**src/rtl/uart_pkg.sv**
```systemverilog
// Shared UART constants: clock dividers, data width, default RX FIFO depth
// and the idle-timeout length derived from the baud divider.
package uart_pkg;

  localparam int unsigned BAUD_DIV        = 434;  // 50 MHz / 115200
  localparam int unsigned TICK_DIV        = 27;   // 16x oversample tick
  localparam int unsigned UART_DATA_W     = 8;
  localparam int unsigned UART_FIFO_DEPTH = 16;

  // Four character times of 10 bits each (start + 8 data + stop).
  localparam int unsigned UART_TIMEOUT_CYCLES = 4 * 10 * BAUD_DIV;

endpackage

```
**src/rtl/uart_rx_fifo_if.sv**
```systemverilog
// Byte stream into the RX FIFO and valid/ready stream out of it.
// slave: FIFO side. master: receiver/consumer side.
interface uart_rx_fifo_if;
  import uart_pkg::*;

  logic [UART_DATA_W-1:0] in_data;
  logic                   in_valid;
  logic [UART_DATA_W-1:0] out_data;
  logic                   out_valid;
  logic                   out_ready;

  modport slave (
    input  in_data, in_valid, out_ready,
    output out_data, out_valid
  );

  modport master (
    output in_data, in_valid, out_ready,
    input  out_data, out_valid
  );

endinterface

```
**src/rtl/uart_idle_timer.sv**
```systemverilog
// Saturating idle counter for the RX FIFO. Clears on an accepted push or
// while the FIFO is (about to be) empty; flags timeout once it saturates.
module uart_idle_timer
  import uart_pkg::*;
#(
  parameter int unsigned TIMEOUT_CYCLES = UART_TIMEOUT_CYCLES
) (
  input  logic clk,
  input  logic rst,
  input  logic push_i,       // byte accepted this cycle
  input  logic empty_nxt_i,  // FIFO empty after this edge
  output logic timeout_o
);

  localparam logic [15:0] LIMIT = 16'(TIMEOUT_CYCLES);

  logic [15:0] cnt_q, cnt_d;
  logic        timeout_q, timeout_d;

  // Next count and timeout flag, computed from next-state FIFO status so the
  // flag falls in the cycle right after a push or drain.
  always_comb begin
    cnt_d = cnt_q;
    if (push_i || empty_nxt_i)
      cnt_d = '0;
    else if (cnt_q != LIMIT)
      cnt_d = cnt_q + 16'd1;
    timeout_d = (cnt_d == LIMIT) && !empty_nxt_i;
  end

  // Counter and flag registers.
  always_ff @(posedge clk or posedge rst) begin
    if (rst) begin
      cnt_q     <= '0;
      timeout_q <= 1'b0;
    end else begin
      cnt_q     <= cnt_d;
      timeout_q <= timeout_d;
    end
  end

  assign timeout_o = timeout_q;

endmodule

```
**src/rtl/uart_rx_fifo.sv**
```systemverilog
// UART receive buffer: FWFT FIFO fed by one-cycle byte strobes, drained over
// valid/ready. Registered level/full/empty, sticky overflow.
// Optional idle timeout: define UART_RX_FIFO_TIMEOUT_EN.
module uart_rx_fifo
  import uart_pkg::*;
#(
  parameter int unsigned DEPTH          = UART_FIFO_DEPTH,
  parameter int unsigned ADDR_W         = $clog2(DEPTH),
  parameter int unsigned TIMEOUT_CYCLES = UART_TIMEOUT_CYCLES
) (
  input  logic              clk,
  input  logic              rst,
  uart_rx_fifo_if.slave     bus,
  output logic [ADDR_W:0]   level,
  output logic              full,
  output logic              empty,
  output logic              overflow,
  input  logic              clr_overflow,
  output logic              rx_timeout
);

  logic [UART_DATA_W-1:0] mem [DEPTH];

  logic [ADDR_W-1:0] wr_ptr_q, wr_ptr_d, rd_ptr_q, rd_ptr_d;
  logic [ADDR_W:0]   level_q, level_d;
  logic              full_q, full_d, empty_q, empty_d;
  logic              overflow_q, overflow_d;
  logic              push_ok, pop, drop;

  // A pop frees a slot in the same cycle, so a push while full still lands.
  assign pop     = !empty_q && bus.out_ready;
  assign push_ok = bus.in_valid && (!full_q || pop);
  assign drop    = bus.in_valid && full_q && !pop;

  // Next-state pointers, level, status and sticky overflow (set beats clear).
  always_comb begin
    wr_ptr_d = push_ok ? wr_ptr_q + ADDR_W'(1) : wr_ptr_q;
    rd_ptr_d = pop     ? rd_ptr_q + ADDR_W'(1) : rd_ptr_q;
    level_d  = level_q;
    if (push_ok && !pop)
      level_d = level_q + (ADDR_W+1)'(1);
    else if (pop && !push_ok)
      level_d = level_q - (ADDR_W+1)'(1);
    full_d     = (level_d == (ADDR_W+1)'(DEPTH));
    empty_d    = (level_d == '0);
    overflow_d = drop ? 1'b1 : (clr_overflow ? 1'b0 : overflow_q);
  end

  // Control state.
  always_ff @(posedge clk or posedge rst) begin
    if (rst) begin
      wr_ptr_q   <= '0;
      rd_ptr_q   <= '0;
      level_q    <= '0;
      full_q     <= 1'b0;
      empty_q    <= 1'b1;
      overflow_q <= 1'b0;
    end else begin
      wr_ptr_q   <= wr_ptr_d;
      rd_ptr_q   <= rd_ptr_d;
      level_q    <= level_d;
      full_q     <= full_d;
      empty_q    <= empty_d;
      overflow_q <= overflow_d;
    end
  end

  // Storage write; contents are intentionally not reset.
  always_ff @(posedge clk) begin
    if (push_ok)
      mem[wr_ptr_q] <= bus.in_data;
  end

  assign bus.out_data  = mem[rd_ptr_q];
  assign bus.out_valid = !empty_q;
  assign level         = level_q;
  assign full          = full_q;
  assign empty         = empty_q;
  assign overflow      = overflow_q;

`ifdef UART_RX_FIFO_TIMEOUT_EN
  uart_idle_timer #(.TIMEOUT_CYCLES(TIMEOUT_CYCLES)) u_idle_timer (
    .clk         (clk),
    .rst         (rst),
    .push_i      (push_ok),
    .empty_nxt_i (empty_d),
    .timeout_o   (rx_timeout)
  );
`else
  logic [15:0] unused_timeout_cycles;
  assign unused_timeout_cycles = 16'(TIMEOUT_CYCLES);
  assign rx_timeout = 1'b0;
`endif

endmodule

```
**src/flat_wrapper.sv**
```systemverilog
// flat-port wrapper written by rule: the top's interface ports become plain ports
module uart_rx_fifo_flat import uart_pkg::*;
#(
  parameter int unsigned DEPTH          = UART_FIFO_DEPTH,
  parameter int unsigned ADDR_W         = $clog2(DEPTH),
  parameter int unsigned TIMEOUT_CYCLES = UART_TIMEOUT_CYCLES
)
  (clk, rst, level, full, empty, overflow, clr_overflow, rx_timeout, bus_in_data, bus_in_valid, bus_out_ready, bus_out_data, bus_out_valid);
  uart_rx_fifo_if bus_i ();
  input  logic clk;
  input  logic rst;
  output logic [ADDR_W:0] level;
  output logic full;
  output logic empty;
  output logic overflow;
  input  logic clr_overflow;
  output logic rx_timeout;
  input wire logic [$bits(bus_i.in_data)-1:0] bus_in_data;
  input wire logic [$bits(bus_i.in_valid)-1:0] bus_in_valid;
  input wire logic [$bits(bus_i.out_ready)-1:0] bus_out_ready;
  output wire logic [$bits(bus_i.out_data)-1:0] bus_out_data;
  output wire logic [$bits(bus_i.out_valid)-1:0] bus_out_valid;
  assign bus_i.in_data = bus_in_data;
  assign bus_i.in_valid = bus_in_valid;
  assign bus_i.out_ready = bus_out_ready;
  assign bus_out_data = bus_i.out_data;
  assign bus_out_valid = bus_i.out_valid;
  uart_rx_fifo #(.DEPTH(DEPTH), .ADDR_W(ADDR_W), .TIMEOUT_CYCLES(TIMEOUT_CYCLES)) u_core (.clk(clk), .rst(rst), .bus(bus_i), .level(level), .full(full), .empty(empty), .overflow(overflow), .clr_overflow(clr_overflow), .rx_timeout(rx_timeout));
endmodule
```
**config.mk**
```make
export PLATFORM = sky130hd
export DESIGN_NAME = uart_rx_fifo_flat
export DESIGN_NICKNAME = d
export VERILOG_FILES = /design/src/rtl/uart_pkg.sv /design/src/rtl/uart_rx_fifo_if.sv /design/src/rtl/uart_idle_timer.sv /design/src/rtl/uart_rx_fifo.sv /design/src/flat_wrapper.sv
export SDC_FILE = /design/constraint.sdc
export NUM_CORES = 1
export LEC_CHECK = 0
export CORE_UTILIZATION = 36
export CTS_CLUSTER_DIAMETER = 100
export DETAILED_ROUTE_END_ITERATION = 8
export SETUP_SLACK_MARGIN = 0.4
export SLEW_MARGIN = 20
export SYNTH_ARGS = -nofsm -noshare
export SYNTH_HDL_FRONTEND = slang
export SYNTH_HIERARCHICAL = 1
export SYNTH_SLANG_ARGS = --single-unit
```
**constraint.sdc**
```tcl
create_clock -name clk -period 4 [get_ports clk]
set_clock_uncertainty 0.1 [all_clocks]
set_input_delay 0.6 -clock clk [delete_from_list [all_inputs] [get_ports clk]]
set_output_delay 0.6 -clock clk [all_outputs]
set_load 0.01 [all_outputs]
```
==> results.md <==
- Htree depth: 4
- Worst-path clk slew: 0.06 ns
- Final min period: 3.382 ns
- DP Wirelength: 6.990 mm
- First-pass GRT wire length: 17.55 mm
- Io pins: 31
- Synthesized instance count: 306
- Clk_lat worst skew: 0.42 ns
- Reg2reg start: u_core/empty
- Crit-path max FO: 10
- DRT Pass-1 Iters: 4
- Data arrival, critical path: 2.68 ns
- PD cells: 750.0 nW/um^2
- CTS tree: yes
- Delay-heaviest family, CP: buffers and inverters
- Clk pwr share: 31.1%
- Finished Cell Area: 7122 um^2
- Global Route Usage Sum: 14.98%
- Dpl cells: 550
- Root Driver: clkbuf_16
- Status: complete, no violations
- Antenna-violating nets left: 0
- #FFs+latches synth: 144
- Warnings, synthesis: 6
- Sequential share of the synthesized area: 72.50%
- Clock Tree Buf Depth: 2
- Hold Fails Final Rpt: 0
- Finished Layout Cells: 587
- R2R cell count: 4
- Relative slew slack: 34.05%
- Max-slew violation total from the final report: 0
- Crit path capture type: output port
- Num CTS Buffers: 17
- N_diodes: 0
- RSZ-0062 raised after global routing: false
- R2R setup slack: 1.64 ns
- CP startpoint kind: flip-flop
- Die Area: 16,780 um^2
- Initial DRC count: 188
- Reg-to-reg endpoint: u_core/mem[14][3]
- Hold crit path type: flip-flop to flip-flop
- Setup_tns: 0 ns
- Maximum vdd drop: 346.9 uV
- Max Clk Rate: 295.7 MHz
- Vias per std cell: 4.998
- Final core occ: 44.83%
- Hold Path Cell Cnt: 1
- Cell row count: 46
- Sw Share: 28.69%
- Pin count of the biggest net entering global routing: 23
- Worst slew pin tran: 0.9856 ns
- WP buf/inv: 2
- Critical-path cell list: buf_12 -> mux4_2 -> nor2b_1 -> a211oi_1 -> a21oi_1 -> clkdlybuf4s50_1
- Most used flip-flop cell after synthesis: edfxtp_1
- Kind of critical path: flip-flop to output port
- Net count after synthesis: 326
- Routability cong.: 0.7751
- Mean routed wirelength per cell: 19.30 um
- Cell Area, Placed: 6442 um^2
- Initial antenna violation count: 0
- Distinct cells, synth: 42
- Slowest stage delay, CP: 0.52 ns
- Post-layout total power: 5341 uW
- Comb power frac: 30.0%
- MaxCap Viol Count: 0
- Synthesized area per cell: 19.14 um^2
- DRC: 0
- Final setup violating endpoints: 0
- Post-Syn Area: 5856 um^2
- WHS Endpoint: u_core/level[4]
- Post-layout net count: 378
- Total number of vias: 2,934
- Final Cycle Share: 84.55%
- WP data required: 3.30 ns
- DRT Wirelength: 11.33 mm
- Reg power frac: 38.9%
- # port buffers: 29
- Slowest stage cell on the critical path: dfrtp_4
- Switching power: 1532 uW
- Hold Crit Start: u_core/level[4]
- Internal power: 3809 uW
- Share of cells above drive strength 1: 24.53%
- Post-synth EDFFs: 128
- Total core area: 15,890 um^2
- Number of global-route vias before repair: 3,043
- Die width: 129.5 um
- Grt ovf: 0
- Clock tree sinks: 144
- Static Leak: 0.002384 uW
- Area Overhead vs Synth: 21.62%
- Async SR Flop Fraction: 11.11%
- Starting density of the core: 36.86%
- Die Y: 129.5 um
-- sequential cells by signal (all words and copies together) (netlist names) --
name             flops
u_core/mem         128
u_core/full          1
u_core/wr_ptr_q      4
u_core/rd_ptr_q      4
u_core/empty         1
u_core/overflow      1
u_core/level         5
-- area by class of cell --
type / instances / area [um^2]
repair buffers: 49 / 465.4
fillers: 1397 / 8763
multi-input cells: 139 / 1484
well taps: 216 / 270.3
inverters: 7 / 26.28
clock inverters: 13 / 192.7
flip-flops and latches: 144 / 4250
clock buffers: 19 / 432.9
-- worst max-delay path by stage --
stage                      end  slack [ns]  cells past startpoint               start
4_1_cts        bus_out_data[0]        0.40                      5  u_core/rd_ptr_q[0]
6_report       bus_out_data[2]        0.62                      6  u_core/rd_ptr_q[0]
3_3_place_gp   bus_out_data[0]        0.69                      5  u_core/rd_ptr_q[0]
5_1_grt        bus_out_data[2]        0.52                      6  u_core/rd_ptr_q[0]
2_1_floorplan  bus_out_data[6]        1.68                      5  u_core/rd_ptr_q[0]
3_5_place_dp   bus_out_data[4]        0.70                      5  u_core/rd_ptr_q[0]
-- routing by layer --
layer | vias to the layer above | track usage [%] | wire length (um)
li1 | 1317 | - | -
met1 | 1515 | 19.17 | 5022
met2 | 83 | 22.99 | 5450
met3 | 19 | 4.913 | 635
met4 | 0 | 7.387 | 223
met5 | - | 0 | 0
-- synth_stat cells, types with 2 or more instances --
cell type,n,area share [%]
a211oi_1,5,0.64
a211oi_2,3,0.64
a21oi_1,9,0.77
buf_1,2,0.13
buf_2,5,0.43
buf_6,4,0.77
clkbuf_1,4,0.26
dfrtp_1,15,6.4
edfxtp_1,128,66
ha_1,7,1.5
inv_1,7,0.45
mux2i_1,8,1.4
mux4_2,32,12
nand2_1,12,0.77
nand2b_1,4,0.43
nand4_1,2,0.21
nor2_1,13,0.83
nor2b_1,8,0.85
nor3_1,4,0.34
o21ai_0,4,0.34
xnor2_1,8,1.2
xor2_1,2,0.30
-- power by group through the flow --
stage / Clock [uW] / Combinational [uW] / Sequential [uW]
2_1_floorplan: 0 / 1110 / 1970
3_5_place_dp: 0 / 1520 / 2140
6_report: 1660 / 1600 / 2080
5_1_grt: 1750 / 1720 / 2110
3_3_place_gp: 0 / 1510 / 2130
4_1_cts: 1690 / 1530 / 2110
-- repair_timing --
action                                  4_1_cts  5_1_grt
gates resized for setup                       1        1
hold buffers                                  0        0
endpoints found under the setup margin        8        4
setup buffers                                 0        5
-- through the flow --
step,worst slack (ns),hold WS (ns)
finish,0.6181,0.4118
global route,0.5224,0.4338
CTS,0.4044,0.4177
detailed placement,0.7021,0.3951
global placement,0.6942,0.3995
floorplan,1.685,0.4130
-- layout by cell type (no fill, tap or decap), types with 2 or more instances in the layout --
| cell | synthesis | final |
|---|---|---|
| edfxtp_1 | 128 | 128 |
| mux4_2 | 32 | 32 |
| clkdlybuf4s50_1 | 0 | 29 |
| buf_4 | 1 | 18 |
| clkbuf_16 | 0 | 17 |
| nor2_1 | 13 | 13 |
| dfrtp_1 | 15 | 13 |
| nand2_1 | 12 | 12 |
| a21oi_1 | 9 | 9 |
| xnor2_1 | 8 | 8 |
| mux2i_1 | 8 | 8 |
| nor2b_1 | 8 | 8 |
| inv_1 | 7 | 7 |
| ha_1 | 7 | 7 |
| bufinv_16 | 0 | 5 |
| a211oi_1 | 5 | 5 |
| clkinv_1 | 0 | 4 |
| o21ai_0 | 4 | 4 |
| nand2b_1 | 4 | 4 |
| nor3_1 | 4 | 4 |
| a211oi_2 | 3 | 3 |
| clkbuf_1 | 4 | 2 |
| clkinv_2 | 0 | 2 |
| clkinv_4 | 0 | 2 |
| xor2_1 | 2 | 2 |
| nand4_1 | 2 | 2 |
| buf_12 | 0 | 2 |
-- logic make-up (layout without fill, tap and decap cells) --
family          count (synthesis)  in the layout  synth area share, %
compound gates                 27             27                3.462
xor+xnor                       10             10                1.496
fa+ha+maj                       7              7                1.496
buf+inv                        23             88                2.158
flops                         144            144                72.50
mux                            40             40                13.68
other cells                     1              1              0.06404
simple gates                   54             54                5.150
Note: power is estimated with default switching activity, not from simulation.
==> variant 1: new RTL, same flow settings <==
The option `UART_RX_FIFO_TIMEOUT_EN` is turned on by a define.
--- a/src/rtl/uart_rx_fifo.sv
+++ b/src/rtl/uart_rx_fifo.sv
@@ -3,2 +3,4 @@
 // Optional idle timeout: define UART_RX_FIFO_TIMEOUT_EN.
+`define UART_RX_FIFO_TIMEOUT_EN
+
 module uart_rx_fifo
Function: no difference found for any inputs over 10 cycles, from zero or initial values and one cycle with rst high; that may be too few to reach the edited logic, so the function may still have changed.
==> variant 1 against the original RTL <==
  * Largest power group unchanged
  * Cell area grew 14%
  * Sequential share of layout area shrank 1.9 points
  * Routed wire length grew 18%
  * Sequential cell count grew 17
  * Area after synthesis grew 18%
  * Setup slack lost 51 ps
  * Power grew 2.9%
  * Sequential power grew 8%
  * Synthesized cell count grew 36%
==> variant 1: results (changes against the original RTL) <==
The transition time at the pin with the least slew margin is 797.5 ps (-188.1 ps). The number of buffers added by the clock tree synthesis step is 17 (unchanged). The share of the yosys chip area belonging to registers came out at 67.75% (-4.8 points).

The biggest fanout along the worst timing path came out at 8 (-2). Broken down by cell family, the worst path's largest delay share belongs to simple AND/OR/NAND/NOR gates. The number of unique standard cell types used by synthesis was 55 (+31%). The number of port buffers was 30 (+3.4%). The DRC marker count from the first detailed-route iteration came out at 181 (-3.7%).

The number of flip-flops in the largest register was 128 (unchanged). The routed length per instance came out at 18.88 um (-2.2%). The maximum number of pins on one net before global-route repair came out at 36 (+57%).

The fraction of registers with async set/reset is 20.50% (+9.4 points). The total leakage power is 2.769 nW (+16%). The library cell used as clock root buffer is sky130_fd_sc_hd__clkbuf_16. The count of vias placed by the detailed router is 3,676 (+25%). The initial antenna violation count is 0 (unchanged).

The critical path's slowest cell is sky130_fd_sc_hd__clkdlybuf4s50_1. The count of filler cells inserted in the layout came out at 1,706 (+22%). The run finished with clean final reports. The worst stage delay on the critical path is 600 ps (+80 ps). The overall fraction of global-route tracks in use came to 14.86% (-0.12 points). The number of global-route vias before repair came out at 3,847 (+26%). In this run the critical register-to-register path is captured at u_core/u_idle_timer/timeout_o. The most critical setup path has its startpoint at bus_in_valid. The worst hold path begins at u_core/overflow. The final layout net count was 486 (+29%). In this run the critical register-to-register path is launched from u_core/level[1]. The routability-driven placement congestion ratio is 0.9198 (+19%). The flop-to-flop setup slack is 630 ps (-1010 ps). The data arrival time of the critical path is 3660 ps (+980 ps). The CTS clock-pin slew for the worst setup and hold paths is 60 ps (about the same).

STA classifies the critical path endpoint as a flip-flop. The synthesized netlist net count is 437 (+34%). The ratio of cells with drive above 1 in the final layout came out at 21.38% (-3.1 points). The commonest cells after synthesis are sky130_fd_sc_hd__edfxtp_1 (128), sky130_fd_sc_hd__nor2_1 (35), sky130_fd_sc_hd__dfrtp_1 (32), sky130_fd_sc_hd__mux4_2 (32), sky130_fd_sc_hd__nand2_1 (17).

After synthesis, the cell types taking the most area are sky130_fd_sc_hd__edfxtp_1 (56%), sky130_fd_sc_hd__dfrtp_1 (12%), sky130_fd_sc_hd__mux4_2 (10%). The HPWL reported at the end of detailed placement was 8657 um (+24%). The wire length of the first global-routing pass came to 21,490 um (+22%).
-- variant 1: cell types whose count changed in the layout (fill, tap and decap cells not counted), moves of 3 or more --
cell | before | now
sky130_fd_sc_hd__nor2_1 | 13 | 35
sky130_fd_sc_hd__dfrtp_1 | 13 | 30
sky130_fd_sc_hd__xor2_1 | 2 | 12
sky130_fd_sc_hd__nand4_1 | 2 | 9
sky130_fd_sc_hd__clkinvlp_4 | 0 | 5
sky130_fd_sc_hd__nand2_1 | 12 | 17
sky130_fd_sc_hd__nand3_1 | 1 | 6
sky130_fd_sc_hd__xnor2_1 | 8 | 13
sky130_fd_sc_hd__inv_1 | 7 | 11
sky130_fd_sc_hd__bufinv_16 | 5 | 2
sky130_fd_sc_hd__clkinv_1 | 4 | 1
-- variant 1: power by group --
group / internal (W) / switching, W / total, W
Sequential: 0.00204 / 0.000207 / 0.00225
Clock: 0.000918 / 0.000640 / 0.00156
Combinational: 0.000855 / 0.000839 / 0.00169
Total: 0.00381 / 0.00169 / 0.00550
-- variant 1: what timing repair did --
item | in CTS | in global routing
hold buffers | 0 | 0
resized for setup | 0 | 2
setup endpoints to repair | 0 | 2
-- variant 1: metal layers --
layer | up-vias | wire, um | global-route usage, %
met2 | 99 | 6767 | 24.58
met1 | 1873 | 5871 | 19.17
met3 | 12 | 624 | 3.692
met4 | 0 | 161 | 4.858
met5 | - | 0 | 0
li1 | 1692 | - | -
-- variant 1: cell type report --
cell class / instances / share of cell area [%]
flip-flops and latches: 161 / 57.80
multi-input cells: 222 / 25.19
repair buffers: 51 / 5.819
clock buffers: 19 / 5.354
well taps: 234 / 3.621
clock inverters: 13 / 1.702
inverters: 11 / 0.5107
-- variant 1: logic make-up (layout without fill, tap and decap cells) --
kind of cell    Yosys count  count (layout)  synth area share [%]
flops                   161             161                 67.75
simple gates            112             112                 9.183
mux                      41              41                 11.76
compound gates           35              35                 3.703
buf+inv                  32              94                 2.795
xor+xnor                 25              25                 3.176
fa+ha+maj                 9               9                 1.633
-- variant 1: through the flow --
stage | std cells | instance area [sq um] | worst slack (ps) | total power (W) | utilization, %
floorplan | 415 | 6894 | 854.8 | 0.003393 | -
global placement | 679 | 7507 | 222.5 | 0.003957 | 40.00
detailed placement | 679 | 7507 | 47.44 | 0.003991 | 40.00
CTS | 711 | 8078 | 510.9 | 0.005560 | 43.04
global route | 711 | 8085 | 391.2 | 0.005796 | 43.08
finish | 711 | 8085 | 566.7 | 0.005498 | 43.08
-- variant 1: how the worst min path moves through the flow --
stage | to | slack (ps) | cells after the start
2_1_floorplan | u_core/full | 410 | 1
3_3_place_gp | u_core/level[4] | 410 | 1
3_5_place_dp | u_core/level[4] | 430 | 1
4_1_cts | u_core/level[4] | 450 | 1
5_1_grt | u_core/overflow | 480 | 2
6_report | u_core/overflow | 440 | 2
==> variant 2: new RTL, same flow settings <==
Made on the original files. Make the reset (`rst`) synchronous in one clocked block.
--- a/src/rtl/uart_rx_fifo.sv
+++ b/src/rtl/uart_rx_fifo.sv
@@ -49,3 +49,3 @@
   // Control state.
-  always_ff @(posedge clk or posedge rst) begin
+  always_ff @(posedge clk) begin
     if (rst) begin
Formal check against the unedited RTL: differs if rst is asserted again (counterexample within 4 cycles, from zero or initial values and one cycle with rst high); with rst held inactive, the same outputs for 10 cycles.
==> variant 2 against the original RTL <==
  * Critical endpoint is now bus_out_data[3]
  * Critical path type unchanged
  * Sequential cell count is 4 higher
  * Die area is 1.7% higher
  * Core utilization is 0.14 points lower
  * Cell area is 0.40% higher
  * Routed wire length is 2.1% higher
  * Setup slack worse by 2.9 ps
  * Area after synthesis is 1.8% higher
Power is not compared: it rests on default switching activity, and its combinational part moved more than twofold at a synthesized area within 25%.
==> variant 2: results (changes against the original RTL) <==
The arithmetic-cell share of the synthesized area counting full adders, half adders and majority gates is 1.470% (-0.026 points). The biggest fanout along the worst timing path is 32 (+22). Yosys attributes the largest share of cell area to sky130_fd_sc_hd__edfxtp_1 (64%), sky130_fd_sc_hd__mux4_1 (12%), sky130_fd_sc_hd__dfxtp_1 (6.7%). The HPWL reported at the end of detailed placement is 7312 um (+4.6%). The maximum number of pins on one net before global-route repair came to 33 (+43%). The DRC marker count from the first detailed-route iteration came out at 205 (+9.0%).

The number of iterations in the first detailed-routing pass is 4 (unchanged). The run finished with clean final reports. The number of unique standard cell types used by synthesis came out at 37 (-12%). The compound-gate portion of the synthesized area came out at 1.554% (-1.9 points).

The worst register-to-register path begins at u_core/empty. The ratio of cells with drive above 1 in the final layout is 16.30% (-8.2 points). The total placed cells including tap cells came to 553 (+0.55%). The portion of netlist area occupied by mux cells is 16.88% (+3.2 points). The met2 usage in global routing came out at 24.31% (+1.3 points).

The number of global-route vias before repair came out at 2,969 (-2.4%). The synthesized netlist net count came out at 327 (+0.31%). The fraction of registers with async set/reset was 0% (-11 points). The routing usage on met1 came to 19.36% (+0.19 points). The overall fraction of global-route tracks in use is 14.84% (-0.14 points).

The area of placed instances is 0.006564 sq mm (+1.9%). The share of the yosys chip area belonging to registers is 71.22% (-1.3 points). The launch point of the worst hold path is u_core/overflow. The design draws 0.003740 W. The routability-driven placement congestion ratio is 0.7836 (+1.1%). The critical path's slowest cell is sky130_fd_sc_hd__mux4_1. The synthesized area divided by synthesized cell count is 19.41 sq um (+1.4%). The final layout net count is 376 (-0.53%).

The number of gates resized after cts came out at 0 (-1). The xor and xnor fraction of the mapped netlist area is 1.911% (+0.41 points). The headroom to the max-slew limit came out at 55.19% (+21 points).
## variant 2: through the flow
| step | util (%) | setup WS (ps) | hold slack, ps |
|---|---|---|---|
| 3_3_place_gp | 41.02 | 1066 | 396.6 |
| 6_report | 44.69 | 615.1 | 394.5 |
| 4_1_cts | 44.69 | 577.2 | 405.4 |
| 5_1_grt | 44.69 | 541.2 | 441.5 |
| 2_1_floorplan | - | 1647 | 367.8 |
| 3_5_place_dp | 41.02 | 1019 | 389.9 |
## variant 2: worst paths after layout
kind	end	slack [ps]	cells after the start
setup / recovery	bus_out_data[3]	620	4
hold / removal	u_core/overflow	390	2
setup reg to reg	u_core/mem[14][1]	1820	5
hold reg to reg	u_core/overflow	390	2
## variant 2: layout make-up
cell class | instances | area, sq um | area share, %
clock buffer | 18 | 429.2 | 6.002
clock inverter | 13 | 157.7 | 2.205
inverter | 7 | 26.28 | 0.3675
multi-input combinational | 135 | 1584 | 22.15
sequential | 148 | 4245 | 59.37
tap | 216 | 270.3 | 3.780
timing repair buffer | 47 | 437.9 | 6.124
## variant 2: metal layers
layer	wire length, um	up-vias	share of wire [%]
met5	0	-	0
met2	5654	64	49
met4	176	0	1.5
met3	353	12	3.1
li1	-	1337	-
met1	5386	1534	47
## variant 2: cell families after synthesis
kind of cell / count (synthesis)
DFF: 148
and+or+nand+nor: 60
muxes: 40
buffers and inverters: 24
AOI/OAI and AO/OA: 14
xor gates and xnor gates: 13
adders and majority gates: 7
other: 1
## variant 2: worst max-delay path, delay by kind of cell, from the launching register on
kind | cells | cell delay, ps
buffers and inverters | 2 | 740
DFF | 1 | 340
muxes | 2 | 1180
